$ cat config.mk
export PLATFORM = sky130hd
export DESIGN_NAME = mem_copy_engine
export DESIGN_NICKNAME = d
export VERILOG_FILES = /design/src/rtl/mem_copy_engine.sv
export SDC_FILE = /design/constraint.sdc
export NUM_CORES = 1
export LEC_CHECK = 0
export BUFFER_PORTS_ARGS = -buffer_cell sky130_fd_sc_hd__buf_4
export CAP_MARGIN = 15
export CORE_MARGIN = 2
export CORE_UTILIZATION = 35
export CTS_BUF_LIST = sky130_fd_sc_hd__clkbuf_2 sky130_fd_sc_hd__clkbuf_4 sky130_fd_sc_hd__clkbuf_8
export CTS_CLUSTER_DIAMETER = 200
export DETAILED_ROUTE_END_ITERATION = 7
export GPL_TIMING_DRIVEN = 0
export PLACE_DENSITY = 0.66
export SLEW_MARGIN = 20
export SYNTH_ARGS = -nofsm -noshare
export SYNTH_HDL_FRONTEND = slang
export SYNTH_SLANG_ARGS = --single-unit
export TNS_END_PERCENT = 20
$ cat constraint.sdc
create_clock -name clk -period 3.7 [get_ports clk]
set_input_delay 0.74 -clock clk [delete_from_list [all_inputs] [get_ports clk]]
set_output_delay 0.74 -clock clk [all_outputs]
set_load 0.02 [all_outputs]
$ cat src/rtl/mem_copy_engine.sv
// Byte-wide memory copy/fill engine: one read and one write per copied byte, one write per filled byte.
// Fill support is compiled in only when MEM_COPY_FILL_EN is defined; otherwise every transfer is a copy.

package definitions;
    parameter int D_WIDTH = 8;
endpackage

module mem_copy_engine
    import definitions::*;
(
    input  logic               clk,
    input  logic               reset,
    input  logic               start,
    input  logic [7:0]         src_addr,
    input  logic [7:0]         dst_addr,
    input  logic [7:0]         length,
    input  logic               fill_mode,
    input  logic [D_WIDTH-1:0] fill_value,
    output logic [7:0]         mem_addr,
    output logic               mem_write,
    output logic [D_WIDTH-1:0] mem_wdata,
    input  logic [D_WIDTH-1:0] mem_rdata,
    output logic               busy,
    output logic               done
);

    typedef enum logic [1:0] {
        IDLE  = 2'd0,
        READ  = 2'd1,
        WRITE = 2'd2,
        DONE  = 2'd3
    } state_t;

    state_t             r_state;
    state_t             w_state_nxt;

    logic [7:0]         r_src;
    logic [7:0]         r_dst;
    logic [7:0]         r_len;
    logic [7:0]         r_i;
    logic [D_WIDTH-1:0] r_data;

    logic               w_accept;
    logic               w_last;
    logic               w_start_fill;
    logic               w_fill;
    logic [D_WIDTH-1:0] w_fill_val;

    assign w_accept = (r_state == IDLE) && start;
    assign w_last   = (r_i == (r_len - 8'd1));

`ifdef MEM_COPY_FILL_EN
    logic               r_fill;
    logic [D_WIDTH-1:0] r_fill_val;

    always_ff @(posedge clk) begin
        if (w_accept) begin
            r_fill     <= fill_mode;
            r_fill_val <= fill_value;
        end
    end

    assign w_start_fill = fill_mode;
    assign w_fill       = r_fill;
    assign w_fill_val   = r_fill_val;
`else
    // Fill ports stay on the boundary so both builds share one pinout.
    logic w_unused_fill;
    assign w_unused_fill = ^{fill_mode, fill_value};

    assign w_start_fill = 1'b0;
    assign w_fill       = 1'b0;
    assign w_fill_val   = '0;
`endif

    // Transfer operands are captured once per request and held until the next one.
    always_ff @(posedge clk) begin
        if (w_accept) begin
            r_src <= src_addr;
            r_dst <= dst_addr;
            r_len <= length;
        end
    end

    always_ff @(posedge clk) begin
        if (reset) begin
            r_state <= IDLE;
            r_i     <= 8'd0;
            r_data  <= '0;
        end else begin
            r_state <= w_state_nxt;
            case (r_state)
                IDLE: begin
                    if (start) begin
                        r_i <= 8'd0;
                    end
                end
                READ: begin
                    r_data <= mem_rdata;
                end
                WRITE: begin
                    if (!w_last) begin
                        r_i <= r_i + 8'd1;
                    end
                end
                default: begin
                end
            endcase
        end
    end

    always_comb begin
        w_state_nxt = r_state;
        case (r_state)
            IDLE: begin
                if (start) begin
                    if (length == 8'd0) begin
                        w_state_nxt = DONE;
                    end else if (w_start_fill) begin
                        w_state_nxt = WRITE;
                    end else begin
                        w_state_nxt = READ;
                    end
                end
            end
            READ: begin
                w_state_nxt = WRITE;
            end
            WRITE: begin
                if (w_last) begin
                    w_state_nxt = DONE;
                end else if (w_fill) begin
                    w_state_nxt = WRITE;
                end else begin
                    w_state_nxt = READ;
                end
            end
            DONE: begin
                w_state_nxt = IDLE;
            end
            default: begin
                w_state_nxt = IDLE;
            end
        endcase
    end

    // Address sums are 8 bits wide so they wrap from 0xFF to 0x00.
    always_comb begin
        mem_addr  = 8'd0;
        mem_write = 1'b0;
        mem_wdata = '0;
        busy      = 1'b0;
        done      = 1'b0;
        case (r_state)
            READ: begin
                mem_addr = r_src + r_i;
                busy     = 1'b1;
            end
            WRITE: begin
                mem_addr  = r_dst + r_i;
                mem_write = 1'b1;
                mem_wdata = w_fill ? w_fill_val : r_data;
                busy      = 1'b1;
            end
            DONE: begin
                done = 1'b1;
            end
            default: begin
            end
        endcase
    end

endmodule

* Yosys cells after proc, flatten, opt, wreduce, memory -nomap -nowiden
Cells that the tools add are included.
** Operators by class
- $add $sub $neg :: 4
- $mul :: 0
- Divide/modulo/power cells :: 0
- Magnitude comparators :: 0
- Equal/unequal tests :: 6
- Shifts and indexed selects :: 0
- Mux-type cells :: 12
- Bitwise logic cells :: 0
- Reductions and logical operators :: 6
** Operators by type and width (count)
- case mux 8 bit (2 select lines) :: 2
- two-way mux 8 bit :: 3
- adder 8 bit :: 2
- adder 8 x 1 -> 8 bit, second input constant :: 1
- == test 8 bit :: 1
- logical NOT 8 bit :: 1
- case mux 2 bit (4 select lines) :: 1
- subtractor 8 x 1 -> 8 bit, second input constant :: 1
- two-way mux 2 bit :: 3
- == test 2 bit, second input constant :: 2
- inequality test 2 bit, second input constant :: 2
- two-way mux 1 bit :: 3
- AND reduction 3 bit :: 1
- == test 2 x 1 -> 1 bit, second input constant :: 1
- logical NOT 2 bit :: 1
- nonzero test 2 bit :: 1
- OR reduction 2 bit :: 1
- logical AND 1 bit :: 1
** Storage, ports and cells
- Flip-flop bits (word level) :: 42
- Bits in latches :: 0
- Memory bits (writable) :: 0
- Memory bits (read-only) :: 0
- Input bits :: 44
- Output and inout port bits :: 19
- Word-level logic and storage cells :: 34
- Memories kept :: 0

* Logic depth before layout (Yosys ltp)
Gate-level depths: netlist of run 1.
- Depth in word-level cells :: 4
- Depth in mapped cells :: 13
- Mapped depth without buffers :: 12

* Least setup slack after synthesis of run 1
Ideal clock, no wire load.
- Path kind :: flip-flop to output port
- From :: reg r_state[0]
- To :: out mem_addr[7]
- Arrival :: 3.264 ns
- Data required time :: 2.960 ns
- Path slack :: -0.304 ns
- Stages on the path, launching flop included :: 12
- Path buffers :: 1
- Cell sequence :: dfxtp_1 > inv_1 > ha_1 > clkbuf_1 > mux2_2 > ha_1 > a21o_1 > a21oi_1 > o21ai_0 > a2111oi_0 > nor3_1 > nor3b_1
** Between the ends
- Word-level cells in the longest chain between the ends :: 2
- Elaborated cells on any way between the ends :: 3
- Classes of those cells :: eq/ne: 2; mux: 1
** RTL lines
- start: declaration :: line 34 : state_t r_state;
- start signal: assignment :: line 91 : r_state <= w_state_nxt;
- == test 2 bit or == test 2 x 1 -> 1 bit (tied branches) :: line 154 : case (r_state)
- case mux 8 bit (2 select lines) (*) :: line 154
- end: declaration :: line 19 : output logic [7:0] mem_addr,
Every way passes the cells marked *; elsewhere a longest branch is shown, timed or not.

* Final worst setup path of run 1
- From :: reg r_state[0]
- To :: out mem_addr[6]
Same word-level chain as after synthesis.

==> impl_results.md, run 1 <==
- Count of cells along the worst register-to-register path: 6
- Clock skew after layout: between 5 and 6 ps
- Number of port buffers: 53
- Min-delay worst type: reg -> reg
- Number of global-route vias before repair: roughly 1700
- GR Layer Usage met3: 0.0393
- Number of enable flip-flop cells after synthesis: 24
- Number of DRC markers in iteration 0: approximately 60
- Async set or reset register ratio after synthesis: 0
- Total die area: approximately 0.0071 mm²
- Worst EP arrival: between 2000 and 3000 ps
- Width of the die: 84.5 µm
- Tightest Pin Transition: 974 ps
- Via/cell ratio: roughly 5.0
- Count of cell types in the netlist: between 40 and 50
- Post-Synthesis Cell Area: roughly 0.0023 mm²
- Post-synthesis register bit count: 42
- Static leakage power: roughly 1.2 nW
- Sum of routed wire length over all layers: between 4 and 5 mm
- Final worst path period share: 0.958
- Count of clock tree sinks: between 40 and 50
- Setup violators final: 0
- Area of the placeable core: 0.00631 mm²
- Max-slew violations: 0
- Fraction of layout instances using a drive strength above 1: 0.350
- Die Y: between 80 and 90 µm
- Max Buffers Root-to-Sink: 2
- Synthesized instance count: ~210
- Status: finished clean
- Root Driver: clkbuf_8
- Number of primary I/O pins: 63
- Worst max-slew margin expressed relative to the limit: 0.350
- Max H-tree Level: 2
- Total via count in the routed design: 1789
- Sum of buffers and inverters on the critical path: 4
- Ys Warns: 0
- GP Congestion: 0.801
- Max-cap violations: 0
- CP Max Fanout: 6
- Drt pass-1 iters: 4
- Min cycle time layout: 3550 ps
- Worst r2r dst: r_i[2]
- Levels on crit path: 14
- Slowest Stage Delay on Critical Path: 380 ps
- Clock insertion delay at the later pin of the skew report: between 200 and 300 ps
- Sequential cell area: between 0.001 and 0.0015 mm²
- Post-DR wirelength/cell: ~13 µm
- Syn_nets: between 200 and 300
- Number of hold violations in the final report: 0
- Clock tree from TritonCTS: yes
- Critical R2R Launch: r_len[0]
- Clock transition at the registers of the reported paths: roughly 80 ps
- CP endpoint: mem_addr[6]
- Crit end category: output port
- Reg2Reg Setup Slack: about 1100 ps
- Combined global-route utilization of all metal layers: 0.136
- Multi-input combinational cell area: 0.00119 mm²
- CP Launch Type: flop
- Fmax: 282 MHz
- Pwr Total: ~0.0018 W
- Mapped Avg Cell Area: roughly 11 µm²
- Antenna cell count: 0
- Largest net degree at the start of global routing: 26
- Data required time of the worst path: between 2000 and 3000 ps
- Post-route DRC: 0
- Row Count: 29
- Sum of overflow across all layers after global routing: 0
- Dominant register cell in the synthesized netlist: edfxtp_1
- Peak ir drop on the vdd network: about 330 µV
- Top cell family by delay on the critical path: adder cells
- Fin cells: approximately 360
- DPL Wire Length: roughly 3.5 mm
- Number of clock buffers inserted by TritonCTS: 5
- Met1 global-route usage: 0.181
- Critical Path Start: r_state[0]
- Crit path cell chain: inv_4 -> ha_4 -> clkbuf_8 -> mux2_2 -> ha_1 -> inv_1 -> fa_2 -> nor2b_2 -> o21ai_2 -> a21oi_2 -> o21ai_1 -> nor3b_1 -> nor3_1 -> buf_4
- Post-route antenna net violation count: 0
- CP max stage cell: dfxtp_4
- Global Route met2 Usage: 0.216
- Count of nets after finishing: between 300 and 400
- First-pass GRT wire length: between 7 and 8 mm
- Area grow syn2layout: 33.2%
- RSZ-0062 raised after global routing: true
- HP Start: r_data[4]
- Number of antenna violations at the first check in global routing: 0
- Kind of critical path: reg -> out
- Most used routing layer: met2
- Power per Cell Area: 587 mW/mm²
- Effective utilization at floorplan: 0.359
- Cells after DPL: approximately 340
- Sequential area share after synthesis: 0.477
- FILL cells: 610
worst reg2reg max path, cell delays in order, from the launching register on:
cell	delay (ps)
edfxtp_1	450
or4_4	570
o221ai_2	170
or3b_1	370
o2111a_2	320
or4_1	510
a21oi_1	130
worst min path at each step:
stage                     end  cells past startpoint  slack (ps)
finish              r_data[4]                      2         490
global route        r_data[2]                      2         530
CTS                 r_data[6]                      2         500
detailed placement  r_data[2]                      2         480
global placement    r_data[4]                      2         470
floorplan           r_data[0]                      2         450
logic make-up after synthesis:
| logic type | share of synthesized area |
|---|---|
| multiplexers | 0.0745 |
| buffers and inverters | 0.0337 |
| AO/OA/AOI/OAI | 0.113 |
| XOR/XNOR | 0.0425 |
| AND/OR/NAND/NOR | 0.179 |
| adder cells (fa/ha/maj) | 0.0806 |
| flip-flops | 0.477 |
cells in the mapped netlist (all sizes together), types with 4 or more instances:
library cell	instances	area [µm²]
edfxtp	24	721
dfxtp	18	360
inv	15	56.3
nor2	15	56.3
o21ai	15	75.1
ha	13	163
a21oi	12	60.1
and2	10	62.6
mux2i	9	90.1
nor3	8	40.0
xnor2	8	70.1
mux2	7	78.8
or3	6	37.5
nand4	5	31.3
or4	4	33.8
power by group:
group	switching, W	internal (W)	total (W)
Clock	0.000154	0.000217	0.000371
Sequential	0.0000597	0.000600	0.000659
Combinational	0.000406	0.000336	0.000741
state kept, by name, indices dropped and copies added (netlist names):
| name | cells |
|---|---|
| r_state | 2 |
| r_i | 8 |
| r_src | 8 |
| r_dst | 8 |
| r_data | 8 |
| r_len | 8 |
timing repair:
| action | CTS | global route |
|---|---|---|
| resized for setup | 11 | 17 |
| setup buffers | 4 | 2 |
| hold buffers | 0 | 0 |
| setup endpoints to repair | 3 | 2 |
| pin swaps | 3 | 8 |
final cells by class:
| type | instances | share of cell area |
|---|---|---|
| Timing Repair Buffer | 59 | 0.147 |
| Buffer | 5 | 0.0112 |
| Inverter | 15 | 0.0195 |
| Tap cell | 77 | 0.0319 |
| Clock buffer | 7 | 0.0278 |
| Sequential cell | 42 | 0.360 |
| Clock inverter | 1 | 0.00995 |
| Multi-Input combinational cell | 151 | 0.393 |
per-layer routing:
layer | vias up | routed length, µm
li1 | 908 | -
met1 | 841 | 2170
met2 | 36 | 2300
met3 | 4 | 236
met4 | 0 | 37
met5 | - | 0
cell usage in the layout (no fill, tap or decap), drive strengths merged, types with 3 or more instances in the layout:
cell,n
or4,4
buf,62
edfxtp,24
or3,6
and2,10
o21ai,15
mux2i,9
inv,15
nand2,3
ha,13
dfxtp,18
xnor2,8
mux2,7
nand4,5
clkbuf,9
or3b,3
nor2,15
a21oi,12
and3,3
xor2,3
nor3,8
metrics by stage:
step                worst slack (ps)  area [µm²]  setup TNS [ps]  hold WS [ps]   util
finish                           155        3020               0           493  0.478
global route                   -32.2        3020           -32.2           535  0.478
CTS                          -0.0187        2950         -0.0187           500  0.467
detailed placement              -202        2770            -202           479  0.439
global placement                -192        2770            -192           465  0.439
floorplan                       4.82        2270               0           452      -
No activity file was read; power rests on OpenSTA's default activity.
==> inputs of run 2 (changes only) <==
Settings changed: CAP_MARGIN 15 to default, CELL_PAD_IN_SITES_DETAIL_PLACEMENT from default to 0, CELL_PAD_IN_SITES_GLOBAL_PLACEMENT from default to 2, CORE_UTILIZATION 35 to 33, PLACE_DENSITY 0.66 to 0.9.
==> run 2 against run 1 <==
Net effect:
- cell area down 1.6%
- register-to-register slack got worse by 20 ps
- maximum frequency increased by 0.50%
- utilization decreased by 3.6 points
- largest cell class unchanged
- largest power group unchanged
==> impl_results.md, run 2 (same netlist as run 1, synthesis figures left out) <==
- Status: finished clean (unchanged)
- Tightest Pin Transition: 1000 ps (was 974 ps)
- Worst EP arrival: 2790 ps (was 2810 ps)
- Post-route antenna net violation count: 0 (unchanged)
- Kind of critical path: reg -> out (unchanged)
- Area after detailed placement: 0.00277 mm² (about the same)
- Antenna cell count: 0 (unchanged)
- Max-cap violations: 0 (unchanged)
- Worst setup timing slack at the placement stage: -263 ps (was -202 ps)
- Area of the placeable core: 0.00672 mm² (was 0.00631 mm²)
- Fraction of layout instances using a drive strength above 1: 0.345 (was 0.350)
- Reg2Reg Setup Slack: 1090 ps (was 1110 ps)
- Max Buffers Root-to-Sink: 2 (unchanged)
- Max H-tree Level: 2 (unchanged)
- Max-slew violations: 0 (unchanged)
- Min-delay worst type: reg -> reg (unchanged)
- Number of antenna violations at the first check in global routing: 0 (unchanged)
- CP max stage cell: a2111oi_4 (was dfxtp_4)
- Fmax: 283 MHz (was 282 MHz)
- Critical R2R Launch: r_len[0] (unchanged)
- Sum of overflow across all layers after global routing: 0 (unchanged)
- Root Driver: clkbuf_8 (unchanged)
- Crit path cell chain: inv_4 -> ha_4 -> buf_4 -> mux2_2 -> ha_1 -> a21oi_2 -> o21ai_2 -> a2111oi_4 -> o21ai_1 -> nor3b_2 -> buf_4 (was inv_4 -> ha_4 -> clkbuf_8 -> mux2_2 -> ha_1 -> inv_1 -> fa_2 -> nor2b_2 -> o21ai_2 -> a21oi_2 -> o21ai_1 -> nor3b_1 -> nor3_1 -> buf_4)
- Count of clock tree sinks: 42 (unchanged)
- Post-route DRC: 0 (unchanged)
- Top cell family by delay on the critical path: compound AO/OA/AOI/OAI gates (was adder cells)
- Commonest non-fill, non-tap cells in the layout: 58 x buf_4, 24 x edfxtp_1, 16 x dfxtp_1 (was 60 x buf_4, 24 x edfxtp_1, 16 x dfxtp_1)
- Hold-fix buffer count after cts: 0 (unchanged)
- Peak ir drop on the vdd network: 263 µV (was 325 µV)
- Number of global-route vias before repair: 1813 (was 1711)
- Worst r2r dst: r_i[2] (unchanged)
- Number of DRC markers in iteration 0: 100 (was 61)
- CP endpoint: mem_addr[7] (was mem_addr[6])
- Largest net degree at the start of global routing: 26 (unchanged)
- First-pass GRT wire length: 8.51 mm (was 7.89 mm)
- Sum of routed wire length over all layers: 4.87 mm (was 4.74 mm)
- Most common cell after layout, fill and taps aside: buf_4 (unchanged)
- Setup ws final: 172 ps (was 155 ps)
- Sum of buffers and inverters on the critical path: 3 (was 4)
- Crit end category: output port (unchanged)
- Clock skew after layout: 11.4 ps (was 5.76 ps)
- Post-route cell area: 0.00297 mm² (was 0.00302 mm²)
- Count of nets after finishing: 335 (was 337)
- Slowest Stage Delay on Critical Path: 410 ps (was 380 ps)
- Row Count: 30 (was 29)
- Number of primary I/O pins: 63 (unchanged)
- Total die area: 0.00755 mm² (was 0.00714 mm²)
- GP Congestion: 0.741 (was 0.801)
- FILL cells: 635 (was 610)
- Number of hold violations in the final report: 0 (unchanged)
- Critical Path Start: r_state[0] (unchanged)
- Die Y: 86.9 µm (was 84.5 µm)
- Post-DR wirelength/cell: 13.6 µm (was 13.3 µm)
- Pwr Total: 0.00170 W (was 0.00177 W)
- Power per Cell Area: 573 mW/mm² (was 587 mW/mm²)
- Clock insertion delay at the later pin of the skew report: 290 ps (about the same)
- Data required time of the worst path: 2960 ps (about the same)
- DPL Wire Length: 3.58 mm (was 3.45 mm)
- Drt pass-1 iters: 4 (unchanged)
- Width of the die: 86.9 µm (was 84.5 µm)
- CP Launch Type: flop (unchanged)
- RSZ-0062 raised after global routing: false (was true)
- Count of cells along the worst register-to-register path: 6 (unchanged)
- Min cycle time layout: 3530 ps (was 3550 ps)
- Worst max-slew margin expressed relative to the limit: 0.331 (was 0.350)
- Levels on crit path: 11 (was 14)
- Number of clock buffers inserted by TritonCTS: 5 (unchanged)
- Clock transition at the registers of the reported paths: 80 ps (about the same)
- Number of port buffers: 53 (unchanged)
- Final core utilization: 0.442 (was 0.478)
- Most frequent cell on the critical path: buf_4
- CP Max Fanout: 7 (was 6)
- Total via count in the routed design: 1755 (was 1789)
- Via/cell ratio: 4.90 (was 5.01)
- Static leakage power: 1.19 nW (was 1.22 nW)
- Combined global-route utilization of all metal layers: 0.142 (was 0.136)
- Clock tree from TritonCTS: yes (unchanged)
- Final worst path period share: 0.953 (was 0.958)
- Setup violators final: 0 (unchanged)
- Effective utilization at floorplan: 0.337 (was 0.359)
- Area grow syn2layout: 31.1% (was 33.2%)
run 2: through the flow:
step	hold slack [ps]	instances	TNS [ps]
floorplan	452	213	0
global placement	464	346	-226
detailed placement	482	346	-263
CTS	504	357	0
global route	532	358	0
finish	494	358	0
run 2: cell type report:
cell class,count,area (µm²),share of cell area
Sequential cell,42,1090,0.365
Clock buffer,7,83.8,0.0282
Clock inverter,1,7.51,0.00253
Timing Repair Buffer,58,435,0.147
Tap cell,80,100,0.0337
Buffer,4,20.0,0.00674
Inverter,15,58.8,0.0198
Multi-Input combinational cell,151,1180,0.397
run 2: routing by layer:
| layer | vias up | track usage | share of wire |
|---|---|---|---|
| met1 | 801 | 0.182 | 0.45 |
| met4 | 0 | 0.0483 | 0.018 |
| met3 | 8 | 0.0379 | 0.053 |
| li1 | 906 | - | - |
| met2 | 40 | 0.232 | 0.48 |
| met5 | - | 0 | 0 |
run 2: report_power, final:
part	internal, W	total [W]	leakage, nW	switching, W
logic	0.000335	0.000748	0.774	0.000413
clock network	0.000148	0.000300	0.0453	0.000152
registers	0.000600	0.000655	0.375	0.0000552
run 2: how the worst min path moves through the flow:
stage | startpoint | endpoint | slack [ps] | cells after the start
final | r_data[7] | r_data[7] | 490 | 2
after global routing | r_data[1] | r_data[1] | 530 | 2
after global placement | r_data[6] | r_data[6] | 460 | 2
after CTS | r_data[2] | r_data[2] | 500 | 2
after floorplan | r_data[0] | r_data[0] | 450 | 2
after detailed placement | r_data[1] | r_data[1] | 480 | 2
run 2: worst register-to-register path: cells and delay by family (launching register included):
kind	cells	cell delay, ps
and+or+nand+nor	3	1450
AOI/OAI and AO/OA	3	630
DFF	1	450
run 2: repair_timing:
action	in CTS	in global routing
buffers inserted	3	2
cloned	0	0
resized for setup	12	15
pin swaps	3	6
setup endpoints to repair	4	3
